File: src/rtl/pipeline_hazard_ctrl.sv
// ---------------------------------------------------------------------------
// pipeline_hazard_ctrl
//
// Hazard and sequencing controller for a 5-stage pipeline. Every cycle it
// decides whether PC, IF/ID, ID/EX and EX/MEM load, hold or flush. The
// decision is based on load-use hazards, taken branches, jumps and
// data-memory wait states. It also keeps saturating stall/flush counters and
// a sticky memory-timeout flag.
//
// Ports
//   clk, reset          clock; synchronous active-low reset
//   ID_rs, ID_rt,       source fields of the instruction in ID
//   ID_UsesRt, ID_Jump
//   EX_MemRead, EX_rt,  load / destination / taken-branch info from EX
//   EX_BranchTaken
//   MEM_Req, MEM_Ready  data-memory request and completion from MEM
//   PC_Wr, IF_ID_Wr,    stage-register write enables and flushes
//   IF_ID_flush, ID_EX_flush, EX_MEM_Wr
//   stall_cnt           saturating count of cycles with PC_Wr=0
//   flush_cnt           saturating count of cycles with any flush
//   mem_timeout         sticky: a memory wait reached MEM_TIMEOUT cycles
//   dbg_state_o         current FSM state (0 = RUN, 1 = MEM_WAIT)
//
// Memory handshake: MEM_Req is the request and MEM_Ready is the completion.
// An access completes on any cycle where both are 1. While MEM_Req=1 and
// MEM_Ready=0 the request must stay asserted, and the whole pipe freezes.
// ---------------------------------------------------------------------------
module pipeline_hazard_ctrl #(
  parameter int CNT_W       = 16,
  parameter int MEM_TIMEOUT = 255
) (
  input  logic             clk,
  input  logic             reset,
  input  logic [4:0]       ID_rs,
  input  logic [4:0]       ID_rt,
  input  logic             ID_UsesRt,
  input  logic             ID_Jump,
  input  logic             EX_MemRead,
  input  logic [4:0]       EX_rt,
  input  logic             EX_BranchTaken,
  input  logic             MEM_Req,
  input  logic             MEM_Ready,
  output logic             PC_Wr,
  output logic             IF_ID_Wr,
  output logic             IF_ID_flush,
  output logic             ID_EX_flush,
  output logic             EX_MEM_Wr,
  output logic [CNT_W-1:0] stall_cnt,
  output logic [CNT_W-1:0] flush_cnt,
  output logic             mem_timeout,
  output logic             dbg_state_o
);

  typedef enum logic {
    ST_RUN      = 1'b0,
    ST_MEM_WAIT = 1'b1
  } state_e;

  localparam logic [CNT_W-1:0] CNT_MAX    = {CNT_W{1'b1}};
  localparam logic [CNT_W-1:0] CNT_ONE    = {{(CNT_W-1){1'b0}}, 1'b1};
  localparam logic [15:0]      WAIT_LIMIT = 16'(MEM_TIMEOUT);

  state_e           state_q, state_d;
  logic [15:0]      wait_q, wait_d;
  logic             timeout_q, timeout_d;
  logic [CNT_W-1:0] stall_q, stall_d;
  logic [CNT_W-1:0] flush_q, flush_d;

  logic load_use;
  logic mem_stall;
  logic freeze;

  assign load_use  = EX_MemRead & (EX_rt != 5'd0) &
                     ((EX_rt == ID_rs) | (ID_UsesRt & (EX_rt == ID_rt)));
  assign mem_stall = MEM_Req & ~MEM_Ready;
  // Once waiting, only MEM_Ready releases the pipe. This keeps it frozen
  // even if MEM_Req is (illegally) dropped mid-wait.
  assign freeze    = (state_q == ST_MEM_WAIT) ? ~MEM_Ready : mem_stall;

  // State register and all other registered state.
  always_ff @(posedge clk) begin
    if (!reset) begin
      state_q   <= ST_RUN;
      wait_q    <= '0;
      timeout_q <= 1'b0;
      stall_q   <= '0;
      flush_q   <= '0;
    end else begin
      state_q   <= state_d;
      wait_q    <= wait_d;
      timeout_q <= timeout_d;
      stall_q   <= stall_d;
      flush_q   <= flush_d;
    end
  end

  // Next-state logic.
  always_comb begin
    state_d = state_q;
    case (state_q)
      ST_RUN:      if (mem_stall) state_d = ST_MEM_WAIT;
      ST_MEM_WAIT: if (MEM_Ready) state_d = ST_RUN;
      default:     state_d = ST_RUN;
    endcase
  end

  // Output logic. The priority order is: freeze, branch, load-use, jump.
  always_comb begin
    PC_Wr       = 1'b1;
    IF_ID_Wr    = 1'b1;
    IF_ID_flush = 1'b0;
    ID_EX_flush = 1'b0;
    EX_MEM_Wr   = 1'b1;
    if (!reset) begin
      PC_Wr       = 1'b0;
      IF_ID_Wr    = 1'b0;
      IF_ID_flush = 1'b1;
      ID_EX_flush = 1'b1;
      EX_MEM_Wr   = 1'b0;
    end else if (freeze) begin
      PC_Wr     = 1'b0;
      IF_ID_Wr  = 1'b0;
      EX_MEM_Wr = 1'b0;
    end else if (EX_BranchTaken) begin
      // Instructions in IF and ID are on the wrong path. Any load-use or
      // jump they carry is therefore irrelevant.
      IF_ID_flush = 1'b1;
      ID_EX_flush = 1'b1;
    end else if (load_use) begin
      PC_Wr       = 1'b0;
      IF_ID_Wr    = 1'b0;
      ID_EX_flush = 1'b1;
    end else if (ID_Jump) begin
      IF_ID_flush = 1'b1;
    end
  end

  // Counters, wait counter and timeout flag.
  always_comb begin
    stall_d   = stall_q;
    flush_d   = flush_q;
    wait_d    = wait_q;
    timeout_d = timeout_q;
    if (!PC_Wr && (stall_q != CNT_MAX)) stall_d = stall_q + CNT_ONE;
    if ((IF_ID_flush | ID_EX_flush) && (flush_q != CNT_MAX)) flush_d = flush_q + CNT_ONE;
    if (state_q == ST_RUN) begin
      if (state_d == ST_MEM_WAIT) wait_d = '0;
    end else begin
      if (wait_q != 16'hFFFF) wait_d = wait_q + 16'd1;
      // wait_d is the number of MEM_WAIT cycles seen in this episode,
      // including the current one.
      if (wait_d == WAIT_LIMIT) timeout_d = 1'b1;
    end
  end

  assign stall_cnt   = stall_q;
  assign flush_cnt   = flush_q;
  assign mem_timeout = timeout_q;
  assign dbg_state_o = state_q;

endmodule
File: config.mk
export PLATFORM = sky130hd
export DESIGN_NAME = pipeline_hazard_ctrl
export DESIGN_NICKNAME = d
export VERILOG_FILES = /design/src/rtl/pipeline_hazard_ctrl.sv
export SDC_FILE = /design/constraint.sdc
export NUM_CORES = 1
export LEC_CHECK = 0
export CAP_MARGIN = 0
export CORE_MARGIN = 2
export CORE_UTILIZATION = 52
export CTS_CLUSTER_SIZE = 40
export DETAILED_ROUTE_END_ITERATION = 16
export HOLD_SLACK_MARGIN = 0.15
export PLACE_DENSITY = 0.81
export SKIP_CTS_REPAIR_TIMING = 1
export SLEW_MARGIN = 20
export SYNTH_ARGS = -nofsm -noshare
export SYNTH_HDL_FRONTEND = slang
export SYNTH_SLANG_ARGS = --single-unit
File: constraint.sdc
create_clock -name clk -period 3.3 [get_ports clk]
set_input_delay 0.66 -clock clk [delete_from_list [all_inputs] [get_ports clk]]
set_output_delay 0.66 -clock clk [all_outputs]
set_load 0.01 [all_outputs]
==> results.sh <==
export IMPL_ys_ff_latch=50
export IMPL_rsz0062_at_grt="no"
export IMPL_path_cells="clkdlybuf4s50_1 > xor2_1 > nor4_2 > a32oi_2 > o21a_1 > o21ai_1 > nand2_1 > dlymetal6s2s_1"
export IMPL_p_int_w=0.000857
export IMPL_grt_use_total_pct=24.7
export IMPL_pwr_share_clk_pct=32.8
export IMPL_grt_max_degree=37
export IMPL_syn_nets=409
export IMPL_finalCriticalPeriod_ps=2990
export IMPL_grt_overflow=0
export IMPL_clock_sinks=50
export IMPL_ioPinCount=62
export IMPL_grt_pass1_vias=2779
export IMPL_fill_cells=471
export IMPL_switching_power_w=0.000307
export IMPL_multiInputGateArea_um2=1960
export IMPL_cts_root_buf="clkbuf_8"
export IMPL_final_setup_viol_count=0
export IMPL_antenna_found_initial=0
export IMPL_diodes=0
export IMPL_hold_class="reg -> reg"
export IMPL_drtIter0Drc=266
export IMPL_worstSetupStartpointType="input pin"
export IMPL_cp_end_kind="output port"
export IMPL_crit_type="in -> out"
export IMPL_timing_fmax_ghz=0.334
export IMPL_die_area_um2=6530
export IMPL_clk_pin_slew_ps=90
export IMPL_finalCritPeriodShare_pct=90.8
export IMPL_timing_final_max_slew_violations=0
export IMPL_fin_util_pct=69.2
export IMPL_final_nets=466
export IMPL_vias=3118
export IMPL_ys_seq_area_share_pct=32.6
export IMPL_start_util_pct=54.7
export IMPL_ant_nets=0
export IMPL_ys_types=59
export IMPL_slowest_stage="clkdlybuf4s50_1"
export IMPL_cts_tree="built"
export IMPL_switching_share_pct=26.3
export IMPL_synthCells=383
export IMPL_tns_ps=0
export IMPL_grt_pass1_wl_um=12800
export IMPL_core_area_um2=5610
export IMPL_clockBufferDepth=2
export IMPL_tightestPinTransition_ps=791
export IMPL_wl_per_cell_um=15.5
export IMPL_combPwrFrac_pct=13.9
export IMPL_powerDensity_nw_per_um2=300
export IMPL_port_buffer_count=61
export IMPL_cap_violations=0
export IMPL_crit_fanout=4
export IMPL_drc=0
export IMPL_fin_skew_ps=6.19
export IMPL_htree_levels=2
export IMPL_p_seq_share_pct=53.3
export IMPL_firstDrtPassIters=5
export IMPL_arrival_ps=2330
export IMPL_status="completed"
export IMPL_synth_edff_count=0
export IMPL_routed_wirelength_um=7950
export IMPL_synth_area_um2=3070
export IMPL_p_leak_nw=1.33
export IMPL_via_per_inst=6.08
export IMPL_rows=27
export IMPL_avgSynthCellArea_um2=8.01
export IMPL_peakVddDrop_uv=262
export IMPL_die_height_um=80.8
export IMPL_gp_congestion=0.916
export IMPL_maxSlewHeadroom_pct=47.2
export IMPL_ys_warnings_count=0
export IMPL_drive_above_1_share_pct=8.16
export IMPL_hold_viol_final=0
export IMPL_seqCellArea_um2=1000
export IMPL_cpPeakStageDelay_ps=450
export IMPL_die_w_um=80.8
export IMPL_critical_path_required_ps=2640
export IMPL_clk_latency_ps=310
export IMPL_area_delta_synth_final_pct=26.6
export IMPL_place_hpwl_um=5570
export IMPL_synth_flop_cell="dfxtp_1"
export IMPL_numCtsBuffers=5
export IMPL_async_flop_share_pct=0
==> placed cells by master, fill, tap and decap left out, types with 3 or more instances in the layout <==
master	Yosys	routed
and4_1	3	3
xor2_1	10	10
dlymetal6s2s_1	0	5
and3_1	12	12
clkbuf_8	0	6
nor2_1	25	25
a311oi_1	4	4
or3_1	3	3
a21oi_1	30	30
ha_1	3	3
o211a_1	3	3
clkdlybuf4s50_1	0	56
o21ai_0	18	17
o21a_1	4	4
buf_4	2	11
nand3_1	24	24
nor3_1	11	10
nand2_1	39	39
xnor2_1	6	6
inv_1	7	7
o31ai_1	14	14
a22oi_1	4	4
nor4_1	7	6
dfxtp_1	50	50
mux2i_1	10	10
nand4_1	7	7
or4_1	17	16
nand2b_1	10	10
==> cells in the mapped netlist, drive strengths merged, types with 3 or more instances <==
cell type / instances / area, um^2
dfxtp: 50 / 1000
nand2: 39 / 146
a21oi: 30 / 150
nor2: 25 / 93.8
nand3: 24 / 120
o21ai: 20 / 100
or4: 18 / 139
o31ai: 16 / 148
clkbuf: 14 / 52.6
and3: 13 / 82.6
nor3: 11 / 55.1
mux2i: 10 / 100
nand2b: 10 / 62.6
xor2: 10 / 87.6
nand4: 9 / 86.3
buf: 8 / 56.3
inv: 8 / 30.0
nor4: 8 / 56.3
xnor2: 6 / 52.6
a22oi: 4 / 30.0
a311oi: 4 / 35.0
and4: 4 / 36.3
o21a: 4 / 30.0
ha: 3 / 37.5
o211a: 3 / 30.0
or3: 3 / 18.8
==> worst max-delay path, delay by kind of cell <==
kind,cells,cell delay [ps]
AND/OR/NAND/NOR,2,350
AO/OA/AOI/OAI,3,510
XOR/XNOR,1,180
buffers and inverters,2,630
==> power groups by stage <==
| stage | clock network (W) | registers (W) | logic (W) |
|---|---|---|---|
| floorplan | 0 | 0.000636 | 0.0000761 |
| global placement | 0 | 0.000634 | 0.000154 |
| detailed placement | 0 | 0.000634 | 0.000158 |
| CTS | 0.000388 | 0.000620 | 0.000158 |
| global route | 0.000414 | 0.000622 | 0.000177 |
| finish | 0.000381 | 0.000620 | 0.000162 |
==> per-stage QoR <==
stage                     setup slack [ps]  hold WS, ps  total power, W  instance area, um^2  instances
after floorplan                        365          481        0.000712                 3070        383
after global placement                -134          470        0.000788                 3740        505
after detailed placement              -193          476        0.000793                 3740        505
after CTS                             -200          492         0.00117                 3840        513
after global routing                   190          517         0.00121                 3880        513
final                                  305          491         0.00116                 3880        513
==> worst paths after layout <==
check	startpoint	end	slack, ps	cells after the start
min reg2reg	flush_cnt[9]$_SDFFE_PN0P_	flush_cnt[9]$_SDFFE_PN0P_	490	2
max	EX_rt[4]	IF_ID_flush	310	8
min	flush_cnt[9]$_SDFFE_PN0P_	flush_cnt[9]$_SDFFE_PN0P_	490	2
max reg2reg	wait_q[0]$_SDFFE_PN0P_	mem_timeout$_SDFFE_PN0P_	530	7
==> kinds of logic after synthesis <==
kind of cell	count (synthesis)	share of synthesized area [%]
adder cells (fa/ha/maj)	3	1.22
AND/OR/NAND/NOR	174	31.7
XOR/XNOR	16	4.57
AO/OA/AOI/OAI	100	22.1
flip-flops	50	32.6
buffers and inverters	30	4.53
multiplexers	10	3.26
==> sequential cells by signal (all words and copies together) (netlist names) <==
register     cells
dbg_state_o      1
flush_cnt       16
stall_cnt       16
wait_q          16
mem_timeout      1
==> area by class of cell <==
class	count	share of cell area, %
Clock buffer	6	2.13
Inverter	8	0.773
Tap cell	72	2.32
Clock inverter	2	0.322
Sequential cell	50	25.8
Timing Repair Buffer	72	18.2
Multi-Input combinational cell	303	50.5
==> layer usage <==
metal	track usage [%]	wire length, um	vias up
met5	0	0	-
met4	7.97	89	0
met3	4.11	365	10
met2	42.8	4060	81
met1	31.3	3440	1477
li1	-	-	1550
Note: power is estimated with default switching activity, not from simulation.
